`src/rtl/fft_fx_pkg.sv`:
```
`default_nettype none
// ============================================================================
//  Module      : fft_fx_pkg
//  Description : Shared fixed-point definitions for the FFT datapath:
//                rounding-mode encodings and saturation bound helpers.
//  Revision    : 1.0 - initial release
// ============================================================================
package fft_fx_pkg;

    // Rounding mode encodings carried alongside each sample
    localparam logic RND_TRUNC  = 1'b0;   // floor (plain arithmetic shift)
    localparam logic RND_HALFUP = 1'b1;   // add half an LSB before the shift

    // Largest representable signed value for a w-bit result
    function automatic longint sat_max(input int w);
        return (longint'(1) <<< (w - 1)) - longint'(1);
    endfunction

    // Smallest representable signed value for a w-bit result
    function automatic longint sat_min(input int w);
        return -(longint'(1) <<< (w - 1));
    endfunction

endpackage : fft_fx_pkg
`default_nettype wire

```
`src/rtl/fx_cmult_pipe_if.sv`:
```
`default_nettype none
// ============================================================================
//  Module      : fx_cmult_pipe_if
//  Description : Sample/result handshake bundle of the pipelined complex
//                multiplier. The multiplier is the slave, the sample source
//                and result sink together form the master.
//  Revision    : 1.0 - initial release
// ============================================================================
interface fx_cmult_pipe_if #(
    parameter int WIDTH = 16
);
    logic                    in_valid;
    logic                    in_ready;
    logic signed [WIDTH-1:0] a_re;
    logic signed [WIDTH-1:0] a_im;
    logic signed [WIDTH-1:0] b_re;
    logic signed [WIDTH-1:0] b_im;
    logic                    rnd_mode;
    logic                    out_valid;
    logic                    out_ready;
    logic signed [WIDTH-1:0] p_re;
    logic signed [WIDTH-1:0] p_im;
    logic                    out_ovf;
    logic                    ovf_sticky;
    logic                    ovf_clr;

    modport slave (
        input  in_valid, a_re, a_im, b_re, b_im, rnd_mode, out_ready, ovf_clr,
        output in_ready, out_valid, p_re, p_im, out_ovf, ovf_sticky
    );

    modport master (
        output in_valid, a_re, a_im, b_re, b_im, rnd_mode, out_ready, ovf_clr,
        input  in_ready, out_valid, p_re, p_im, out_ovf, ovf_sticky
    );
endinterface : fx_cmult_pipe_if
`default_nettype wire

```
`src/rtl/fx_round_sat.sv`:
```
`default_nettype none
// ============================================================================
//  Module      : fx_round_sat
//  Description : Combinational requantiser: optional half-up rounding,
//                arithmetic right shift by FRAC, clamp to OUT_W bits with an
//                overflow flag.
//  Revision    : 1.0 - initial release
// ============================================================================
module fx_round_sat
    import fft_fx_pkg::*;
#(
    parameter int IN_W  = 33,
    parameter int OUT_W = 16,
    parameter int FRAC  = 15
) (
    input  logic signed [IN_W-1:0]  din_i,
    input  logic                    rnd_i,
    output logic signed [OUT_W-1:0] dout_o,
    output logic                    ovf_o
);

    // One guard bit so the rounding bias can never wrap the sum
    localparam int EXT_W = IN_W + 1;
    localparam logic signed [EXT_W-1:0] HALF = EXT_W'(longint'(1) <<< (FRAC - 1));
    localparam logic signed [EXT_W-1:0] ZERO = '0;
    localparam logic signed [EXT_W-1:0] MAXV = EXT_W'(sat_max(OUT_W));
    localparam logic signed [EXT_W-1:0] MINV = EXT_W'(sat_min(OUT_W));

    logic signed [EXT_W-1:0] sum_d;
    logic signed [EXT_W-1:0] shift_d;

    // Bias, floor-shift, then clamp anything outside the output range
    always_comb begin
        sum_d   = EXT_W'(din_i) + ((rnd_i == RND_HALFUP) ? HALF : ZERO);
        shift_d = sum_d >>> FRAC;
        dout_o  = shift_d[OUT_W-1:0];
        ovf_o   = 1'b0;
        if (shift_d > MAXV) begin
            dout_o = MAXV[OUT_W-1:0];
            ovf_o  = 1'b1;
        end else if (shift_d < MINV) begin
            dout_o = MINV[OUT_W-1:0];
            ovf_o  = 1'b1;
        end
    end

endmodule : fx_round_sat
`default_nettype wire

```
`src/rtl/fx_cmult_pipe.sv`:
```
`default_nettype none
// ============================================================================
//  Module      : fx_cmult_pipe
//  Description : Three-stage pipelined signed fixed-point complex multiplier
//                (operand register, partial products, requantise/saturate)
//                with valid/ready flow control and overflow reporting.
//  Revision    : 1.0 - initial release
// ============================================================================
module fx_cmult_pipe
    import fft_fx_pkg::*;
#(
    parameter int WIDTH = 16,
    parameter int FRAC  = 15
) (
    input  logic            clk,
    input  logic            rst_n,
    fx_cmult_pipe_if.slave  bus
);

    localparam int PW = 2 * WIDTH;       // partial product width
    localparam int SW = 2 * WIDTH + 1;   // sum/difference width

    logic adv;

    // Stage 1: captured operands
    logic                    s1_v_q;
    logic signed [WIDTH-1:0] s1_a_re_q, s1_a_im_q, s1_b_re_q, s1_b_im_q;
    logic                    s1_rnd_q;

    // Stage 2: partial products
    logic                    s2_v_q;
    logic signed [PW-1:0]    s2_rr_d, s2_ii_d, s2_ri_d, s2_ir_d;
    logic signed [PW-1:0]    s2_rr_q, s2_ii_q, s2_ri_q, s2_ir_q;
    logic                    s2_rnd_q;

    // Stage 3: requantised result
    logic signed [SW-1:0]    s3_re_d, s3_im_d;
    logic signed [WIDTH-1:0] p_re_d, p_im_d;
    logic                    ovf_re_d, ovf_im_d;
    logic                    out_valid_q;
    logic signed [WIDTH-1:0] p_re_q, p_im_q;
    logic                    out_ovf_q;
    logic                    sticky_d, sticky_q;

    // The whole pipe moves together whenever the output slot is free or drained
    assign adv          = !out_valid_q || bus.out_ready;
    assign bus.in_ready = adv;

    // Stage 1 register: operands, rounding mode and valid
    always_ff @(posedge clk or negedge rst_n) begin
        if (!rst_n) begin
            s1_v_q    <= 1'b0;
            s1_a_re_q <= '0;
            s1_a_im_q <= '0;
            s1_b_re_q <= '0;
            s1_b_im_q <= '0;
            s1_rnd_q  <= RND_TRUNC;
        end else if (adv) begin
            s1_v_q    <= bus.in_valid;
            s1_a_re_q <= bus.a_re;
            s1_a_im_q <= bus.a_im;
            s1_b_re_q <= bus.b_re;
            s1_b_im_q <= bus.b_im;
            s1_rnd_q  <= bus.rnd_mode;
        end
    end

    // Full-precision signed partial products (operands sign-extended first)
    always_comb begin
        s2_rr_d = PW'(s1_a_re_q) * PW'(s1_b_re_q);
        s2_ii_d = PW'(s1_a_im_q) * PW'(s1_b_im_q);
        s2_ri_d = PW'(s1_a_re_q) * PW'(s1_b_im_q);
        s2_ir_d = PW'(s1_a_im_q) * PW'(s1_b_re_q);
    end

    // Stage 2 register: partial products travel with their rounding mode
    always_ff @(posedge clk or negedge rst_n) begin
        if (!rst_n) begin
            s2_v_q   <= 1'b0;
            s2_rr_q  <= '0;
            s2_ii_q  <= '0;
            s2_ri_q  <= '0;
            s2_ir_q  <= '0;
            s2_rnd_q <= RND_TRUNC;
        end else if (adv) begin
            s2_v_q   <= s1_v_q;
            s2_rr_q  <= s2_rr_d;
            s2_ii_q  <= s2_ii_d;
            s2_ri_q  <= s2_ri_d;
            s2_ir_q  <= s2_ir_d;
            s2_rnd_q <= s1_rnd_q;
        end
    end

    // One extra bit keeps (-1)(-1) - (-1)(+1) style sums from wrapping
    always_comb begin
        s3_re_d = SW'(s2_rr_q) - SW'(s2_ii_q);
        s3_im_d = SW'(s2_ri_q) + SW'(s2_ir_q);
    end

    fx_round_sat #(
        .IN_W  (SW),
        .OUT_W (WIDTH),
        .FRAC  (FRAC)
    ) u_rs_re (
        .din_i  (s3_re_d),
        .rnd_i  (s2_rnd_q),
        .dout_o (p_re_d),
        .ovf_o  (ovf_re_d)
    );

    fx_round_sat #(
        .IN_W  (SW),
        .OUT_W (WIDTH),
        .FRAC  (FRAC)
    ) u_rs_im (
        .din_i  (s3_im_d),
        .rnd_i  (s2_rnd_q),
        .dout_o (p_im_d),
        .ovf_o  (ovf_im_d)
    );

    // Stage 3 / output register: held while the sink stalls
    always_ff @(posedge clk or negedge rst_n) begin
        if (!rst_n) begin
            out_valid_q <= 1'b0;
            p_re_q      <= '0;
            p_im_q      <= '0;
            out_ovf_q   <= 1'b0;
        end else if (adv) begin
            out_valid_q <= s2_v_q;
            p_re_q      <= p_re_d;
            p_im_q      <= p_im_d;
            out_ovf_q   <= s2_v_q && (ovf_re_d || ovf_im_d);
        end
    end

    // Sticky overflow: clear first so a simultaneous transferred overflow wins
    always_comb begin
        sticky_d = sticky_q;
        if (bus.ovf_clr) begin
            sticky_d = 1'b0;
        end
        if (out_valid_q && bus.out_ready && out_ovf_q) begin
            sticky_d = 1'b1;
        end
    end

    // Sticky overflow register
    always_ff @(posedge clk or negedge rst_n) begin
        if (!rst_n) begin
            sticky_q <= 1'b0;
        end else begin
            sticky_q <= sticky_d;
        end
    end

    assign bus.out_valid  = out_valid_q;
    assign bus.p_re       = p_re_q;
    assign bus.p_im       = p_im_q;
    assign bus.out_ovf    = out_ovf_q;
    assign bus.ovf_sticky = sticky_q;

endmodule : fx_cmult_pipe
`default_nettype wire

```
`src/flat_wrapper.sv`:
```
// flat-port wrapper written by rule: the top's interface ports become plain ports
module fx_cmult_pipe_flat import fft_fx_pkg::*;
#(
    parameter int WIDTH = 16,
    parameter int FRAC  = 15
)
  (clk, rst_n, bus_in_valid, bus_a_re, bus_a_im, bus_b_re, bus_b_im, bus_rnd_mode, bus_out_ready, bus_ovf_clr, bus_in_ready, bus_out_valid, bus_p_re, bus_p_im, bus_out_ovf, bus_ovf_sticky);
  fx_cmult_pipe_if #(.WIDTH(WIDTH)) bus_i ();
  input  logic clk;
  input  logic rst_n;
  input wire logic [$bits(bus_i.in_valid)-1:0] bus_in_valid;
  input wire logic [$bits(bus_i.a_re)-1:0] bus_a_re;
  input wire logic [$bits(bus_i.a_im)-1:0] bus_a_im;
  input wire logic [$bits(bus_i.b_re)-1:0] bus_b_re;
  input wire logic [$bits(bus_i.b_im)-1:0] bus_b_im;
  input wire logic [$bits(bus_i.rnd_mode)-1:0] bus_rnd_mode;
  input wire logic [$bits(bus_i.out_ready)-1:0] bus_out_ready;
  input wire logic [$bits(bus_i.ovf_clr)-1:0] bus_ovf_clr;
  output wire logic [$bits(bus_i.in_ready)-1:0] bus_in_ready;
  output wire logic [$bits(bus_i.out_valid)-1:0] bus_out_valid;
  output wire logic [$bits(bus_i.p_re)-1:0] bus_p_re;
  output wire logic [$bits(bus_i.p_im)-1:0] bus_p_im;
  output wire logic [$bits(bus_i.out_ovf)-1:0] bus_out_ovf;
  output wire logic [$bits(bus_i.ovf_sticky)-1:0] bus_ovf_sticky;
  assign bus_i.in_valid = bus_in_valid;
  assign bus_i.a_re = bus_a_re;
  assign bus_i.a_im = bus_a_im;
  assign bus_i.b_re = bus_b_re;
  assign bus_i.b_im = bus_b_im;
  assign bus_i.rnd_mode = bus_rnd_mode;
  assign bus_i.out_ready = bus_out_ready;
  assign bus_i.ovf_clr = bus_ovf_clr;
  assign bus_in_ready = bus_i.in_ready;
  assign bus_out_valid = bus_i.out_valid;
  assign bus_p_re = bus_i.p_re;
  assign bus_p_im = bus_i.p_im;
  assign bus_out_ovf = bus_i.out_ovf;
  assign bus_ovf_sticky = bus_i.ovf_sticky;
  fx_cmult_pipe #(.WIDTH(WIDTH), .FRAC(FRAC)) u_core (.clk(clk), .rst_n(rst_n), .bus(bus_i));
endmodule
```
`config.mk`:
```
export PLATFORM = sky130hd
export DESIGN_NAME = fx_cmult_pipe_flat
export DESIGN_NICKNAME = d
export VERILOG_FILES = /design/src/rtl/fft_fx_pkg.sv /design/src/rtl/fx_cmult_pipe_if.sv /design/src/rtl/fx_round_sat.sv /design/src/rtl/fx_cmult_pipe.sv /design/src/flat_wrapper.sv
export SDC_FILE = /design/constraint.sdc
export NUM_CORES = 2
export LEC_CHECK = 0
export BUFFER_PORTS_ARGS = -buffer_cell sky130_fd_sc_hd__buf_2
export CELL_PAD_IN_SITES_DETAIL_PLACEMENT = 1
export CELL_PAD_IN_SITES_GLOBAL_PLACEMENT = 1
export CORE_MARGIN = 5
export CORE_UTILIZATION = 30
export DETAILED_ROUTE_END_ITERATION = 8
export GPL_TIMING_DRIVEN = 0
export HOLD_SLACK_MARGIN = 0.08
export PLACE_DENSITY_LB_ADDON = 0.1
export SYNTH_ARGS = -nofsm -noshare
export SYNTH_HDL_FRONTEND = slang
export SYNTH_SLANG_ARGS = --single-unit
```
`constraint.sdc`:
```
create_clock -name clk -period 7.6 [get_ports clk]
set_input_delay 1.52 -clock clk [delete_from_list [all_inputs] [get_ports clk]]
set_output_delay 1.52 -clock clk [all_outputs]
set_load 0.01 [all_outputs]
```
Yosys cells after proc, flatten, opt, wreduce, memory -nomap -nowiden. Cells that the tools add are included.

Multiply operators: 4. Magnitude comparators: 4. $add $sub $neg: 4. Mux-type cells: 11. Reduce and logical (&&, ||, !) cells: 7.

Operators by type and width (count): multiplier 16 x 16 -> 32 bit (4); adder 33 x 16 -> 34 bit (2); 2-to-1 mux 16 bit (4); greater-than comparator 19 x 16 -> 1 bit (second input constant) (2); < comparator 19 x 16 -> 1 bit (second input constant) (2); adder 32 x 32 -> 33 bit (1); subtractor 32 x 32 -> 33 bit (1); 2-to-1 mux 15 bit (1); 2-to-1 mux 1 bit (6); logical AND 1 bit (3); logical OR 1 bit (2); nonzero test 2 bit (1); logical NOT 1 bit (1).

Register bits after elaboration: 231. Input port bits: 70. Logic and storage cells: 47. Output and inout port bits: 36.

Longest topological paths before layout.
Word-level depth: 7. Mapped depth: 24. Gate-level depth less buffers: 23.

Hierarchy. Synthesis repeated with hierarchy kept, for this count alone.

Cell total of the unflattened synthesis: 5858. Area, all modules: 52143.8 um^2.

Modules (own cells, without submodules): fx_cmult_pipe (seq. area each 5780.5 um^2, cells each 5662, area an instance 50792.5 um^2, times used 1); fx_round_sat (seq. area each 0.0 um^2, cells each 98, area an instance 675.6 um^2, times used 2).

Worst setup path before layout. OpenSTA, ideal clock, no wires.

Path type: reg2reg. Start point: reg u_core.s1_b_im_q[7]. End point: reg u_core.s2_ii_q[31]. Slack: 1584 ps. Arrival: 5879 ps. Buffers on the path: 1. Cell stages (with the launch flop): 25. Path through: dfrtp_1 clkbuf_1 nand2_1 fa_1 inv_1 fa_1 inv_1 fa_1 inv_1 fa_1 fa_1 inv_1 fa_1 inv_1 ha_1 a21o_1 a21o_1 a21o_1 a2bb2oi_1 o21ai_0 a211o_1 a21oi_1 o31ai_1 xnor2_1 a21oi_1.

Cells in the longest elaborated chain, start to end: 1.

Ends and longest elaborated chain: start: declaration (line fx_cmult_pipe.sv:27) `logic signed [WIDTH-1:0] s1_a_re_q, s1_a_im_q, s1_b_re_q, s1_b_im_q;`; start signal: assignment (line fx_cmult_pipe.sv:63) `s1_b_im_q <= bus.b_im;`; multiplier 16 x 16 -> 32 bit (line fx_cmult_pipe.sv:71) `s2_ii_d = PW'(s1_a_im_q) * PW'(s1_b_im_q);`; end signal: assignment (line fx_cmult_pipe.sv:88) `s2_ii_q <= s2_ii_d;`; end: declaration (line fx_cmult_pipe.sv:33) `logic signed [PW-1:0] s2_rr_q, s2_ii_q, s2_ri_q, s2_ir_q;`.

No other way between the ends. A chain may end at the register's enable or synchronous reset.

Worst setup path in the final report.
Start point: reg u_core.s1_a_re_q[11]. End point: reg u_core.s2_rr_q[31].

Cells in the longest elaborated chain, start to end: 1.

Ends and longest elaborated chain: start: declaration (line fx_cmult_pipe.sv:27); start signal: assignment (line fx_cmult_pipe.sv:60) `s1_a_re_q <= bus.a_re;`; multiplier 16 x 16 -> 32 bit (line fx_cmult_pipe.sv:70) `s2_rr_d = PW'(s1_a_re_q) * PW'(s1_b_re_q);`; end signal: assignment (line fx_cmult_pipe.sv:87) `s2_rr_q <= s2_rr_d;`; end: declaration (line fx_cmult_pipe.sv:33).

No other way between the ends.

==> flow_summary.ini <==
[worst_hold_path]
min-delay-path-class = register to register

[timing]
relSlewSlack = -0.00721
setup_viol = 0
finalCritPeriodShare = 0.989
period_minus_slack_ns = 7.52
rsz0062_at_grt = false
fin_ws_ns = 0.0805
tightest_slew_ns = 1.51
clock.fmax_mhz = 133
maxSlewViolCount = 11
finClkSkew_ns = 0.0289
finalHoldViolCount = 0

[floorplan]
coreArea_mm2 = 0.170
row_count = 151
start_util = 0.302
die_area_mm2 = 0.179
ios = 106
die_h_um = 423
die_w_um = 423

[finish]
final_nets = 7371
multi_input_area_mm2 = 0.0401
fin_cells = 8064
seq_area_mm2 = 0.00580
area_delta_synth_final_pct = 10.2
fillers = 19900
layout-drive-gt1-share = 0.0659

[drt]
vias = 39900
routed_wl_mm = 227
drt-initial-drc-count = 2681
drcViolationCount = 0
wire_per_inst_um = 28.2
vias_per_cell = 4.95
first_pass_iters = 5
ant_nets = 0

[yosys]
ys_types = 82
synth_top_cell_by_area = fa_1
synth_edf_count = 0
synth_top_cell_area_share = 0.410
synthArstFlopShare = 1.00
syn_area_per_cell_um2 = 9.07
ys_seq_elements = 231
synth_area_leaders = fa_1 (41%), dfrtp_1 (11%), ha_1 (11%)
synth_nets = 7220
seq_area_frac_synth = 0.113
netlist_area_mm2 = 0.0512
ys.flop_type = dfrtp_1
syn_inst = 5650
yosysWarnings = 0

[critical_path]
reg2reg_slack_ns = 0.08
crit_slowest_cell = dfrtp_1
crit_path_start = u_core.s1_a_re_q[11]$_DFFE_PN0P_
r2r-end = u_core.s2_rr_q[31]$_DFFE_PN0P_
cpPeakStageDelay_ns = 0.72
path_cells = clkbuf_4, nand2_1, fa_1, fa_1, fa_1, inv_1, fa_1, fa_1, inv_1, fa_1, inv_1, ha_1, a21oi_1, a21oi_1, o21ai_0, a21boi_2, o22ai_1, a41o_2, a211oi_2, mux2i_4, a211oi_2
cp_data_required_time_ns = 8.05
arrival_ns = 7.97
r2r-start = u_core.s1_a_re_q[11]$_DFFE_PN0P_
cp.depth = 21
critical_path.top_delay_family = adder cells
crit_top_cell = fa_1
path_class = register to register
cp_max_fo = 10
critical_path.endpoint = u_core.s2_rr_q[31]$_DFFE_PN0P_
crit_buf_inv = 4
reg2reg_depth = 21
startpoint_type = register
end_kind = register

[clock_network]
clk-insertion-delay-late_ns = 0.63
clock_path_buffers = 3
cts_buffers = 38
postCtsSetupBuffers = 0
cts_hold_buf = 0
path_clk_slew_ns = 0.06
h-tree-depth = 2
cts_tree = built
cts.sinks = 231
cts-root-buf = clkbuf_16

[global_route]
grt_pass1_wl_mm = 325
first_global_vias = 43800
grt_max_degree = 89
gr-total-overflow = 0
grt.total_usage = 0.255
antenna_found_initial = 36

[placed_design]
dp_cells = 7979
io_buffers = 105
hpwl_mm = 193
gp_congestion = 0.950
dp_slack_ns = -1.70

[job]
max_cap_violations = 1

[outcome]
status = finished, violations left
violations = capacitance limit, slew limit
==> synth_stat cells, drive strengths merged (41+ instances only) <==
cell type / count
clkbuf: 238
fa: 1050
nor2: 187
a21oi: 197
dfrtp: 231
and2: 503
nand2: 840
xnor2: 107
nand3: 41
inv: 1206
ha: 450
a21o: 73
o21ai: 104
==> cell usage in the layout (no fill, tap or decap), types with 8 or more instances in the layout <==
cell type and count:
a211oi_1 23, a21o_1 73, a21oi_1 195, a31oi_1 12
and2_1 501, and3_1 19, buf_2 111, clkbuf_1 100
clkbuf_16 39, clkbuf_2 119, clkbuf_4 24, dfrtp_1 221
dfrtp_2 8, diode_2 17, fa_1 1048, ha_1 450
inv_1 1206, nand2_1 840, nand2b_1 29, nand3_1 41
nand4_1 12, nor2_1 187, nor2b_1 18, nor3_1 22
nor3b_1 12, o2111ai_1 8, o211ai_1 26, o21a_1 17
o21ai_0 99, o21bai_1 27, o31ai_1 26, or3_1 11
xnor2_1 104, xor2_1 32
==> final cells by class <==
class	count	area share
multi-input combinational	3959	0.710
sequential	231	0.103
inverter	1209	0.0806
tap	2218	0.0492
buffer	251	0.0216
clock buffer	53	0.0191
timing repair buffer	111	0.0114
clock inverter	15	0.00417
antenna	17	0.000754
==> registers in the layout, summed over array words and instances, names as in the netlist, 32 cells and up <==
signal / flops
u_core.s2_ii_q: 32
u_core.s2_ir_q: 32
u_core.s2_ri_q: 32
u_core.s2_rr_q: 32
==> tightest hold or removal path: stages, from the launching register on <==
cell and delay (ns):
dfrtp_1 0.34, nand2_1 0.05, nand2_1 0.04
==> kinds of logic after synthesis <==
logic type | Yosys count | synth area share
buf+inv | 1460 | 0.108
xor+xnor | 140 | 0.0239
fa+ha+maj | 1501 | 0.521
flops | 231 | 0.113
compound gates | 583 | 0.0729
mux | 7 | 0.00144
simple gates | 1728 | 0.161
==> what timing repair did <==
action | in CTS | in global routing
endpoints found under the setup margin | 52 | 26
pin swaps | 0 | 0
resized for setup | 163 | 101
==> metal layers <==
metal	global-route usage	up-vias	wire length, um
met4	0.110	10	12500
met3	0.0311	291	10800
met5	0	-	75
met2	0.410	978	105000
met1	0.346	21300	99200
li1	-	17400	-
==> how the worst min path moves through the flow <==
stage | end | depth (start not counted) | start | slack (ns)
2_1_floorplan | u_core.s2_rr_q[0]$_DFFE_PN0P_ | 2 | u_core.s2_rr_q[0]$_DFFE_PN0P_ | 0.43
3_3_place_gp | u_core.s2_rr_q[0]$_DFFE_PN0P_ | 2 | u_core.s2_rr_q[0]$_DFFE_PN0P_ | 0.45
3_5_place_dp | u_core.s2_rr_q[0]$_DFFE_PN0P_ | 2 | u_core.s2_rr_q[0]$_DFFE_PN0P_ | 0.46
4_1_cts | u_core.s2_rr_q[0]$_DFFE_PN0P_ | 2 | u_core.s2_rr_q[0]$_DFFE_PN0P_ | 0.47
5_1_grt | u_core.s2_ii_q[16]$_DFFE_PN0P_ | 2 | u_core.s2_ii_q[16]$_DFFE_PN0P_ | 0.50
6_report | u_core.s2_rr_q[17]$_DFFE_PN0P_ | 2 | u_core.s2_rr_q[17]$_DFFE_PN0P_ | 0.47
==> through the flow <==
| step | TNS [ns] | instance area [um2] | hold WS [ns] | util |
|---|---|---|---|---|
| after floorplan | 0 | 51200 | 0.430 | - |
| after global placement | -92.02 | 54500 | 0.448 | 0.321 |
| after global routing | 0 | 56400 | 0.495 | 0.332 |
| after detailed placement | -28.94 | 54700 | 0.458 | 0.322 |
| after CTS | 0 | 56300 | 0.470 | 0.332 |
| final | 0 | 56400 | 0.467 | 0.333 |
Power is left out: the tool's default activity adds up to more than one toggle a clock period on the data nets, which glitch-free logic cannot reach.
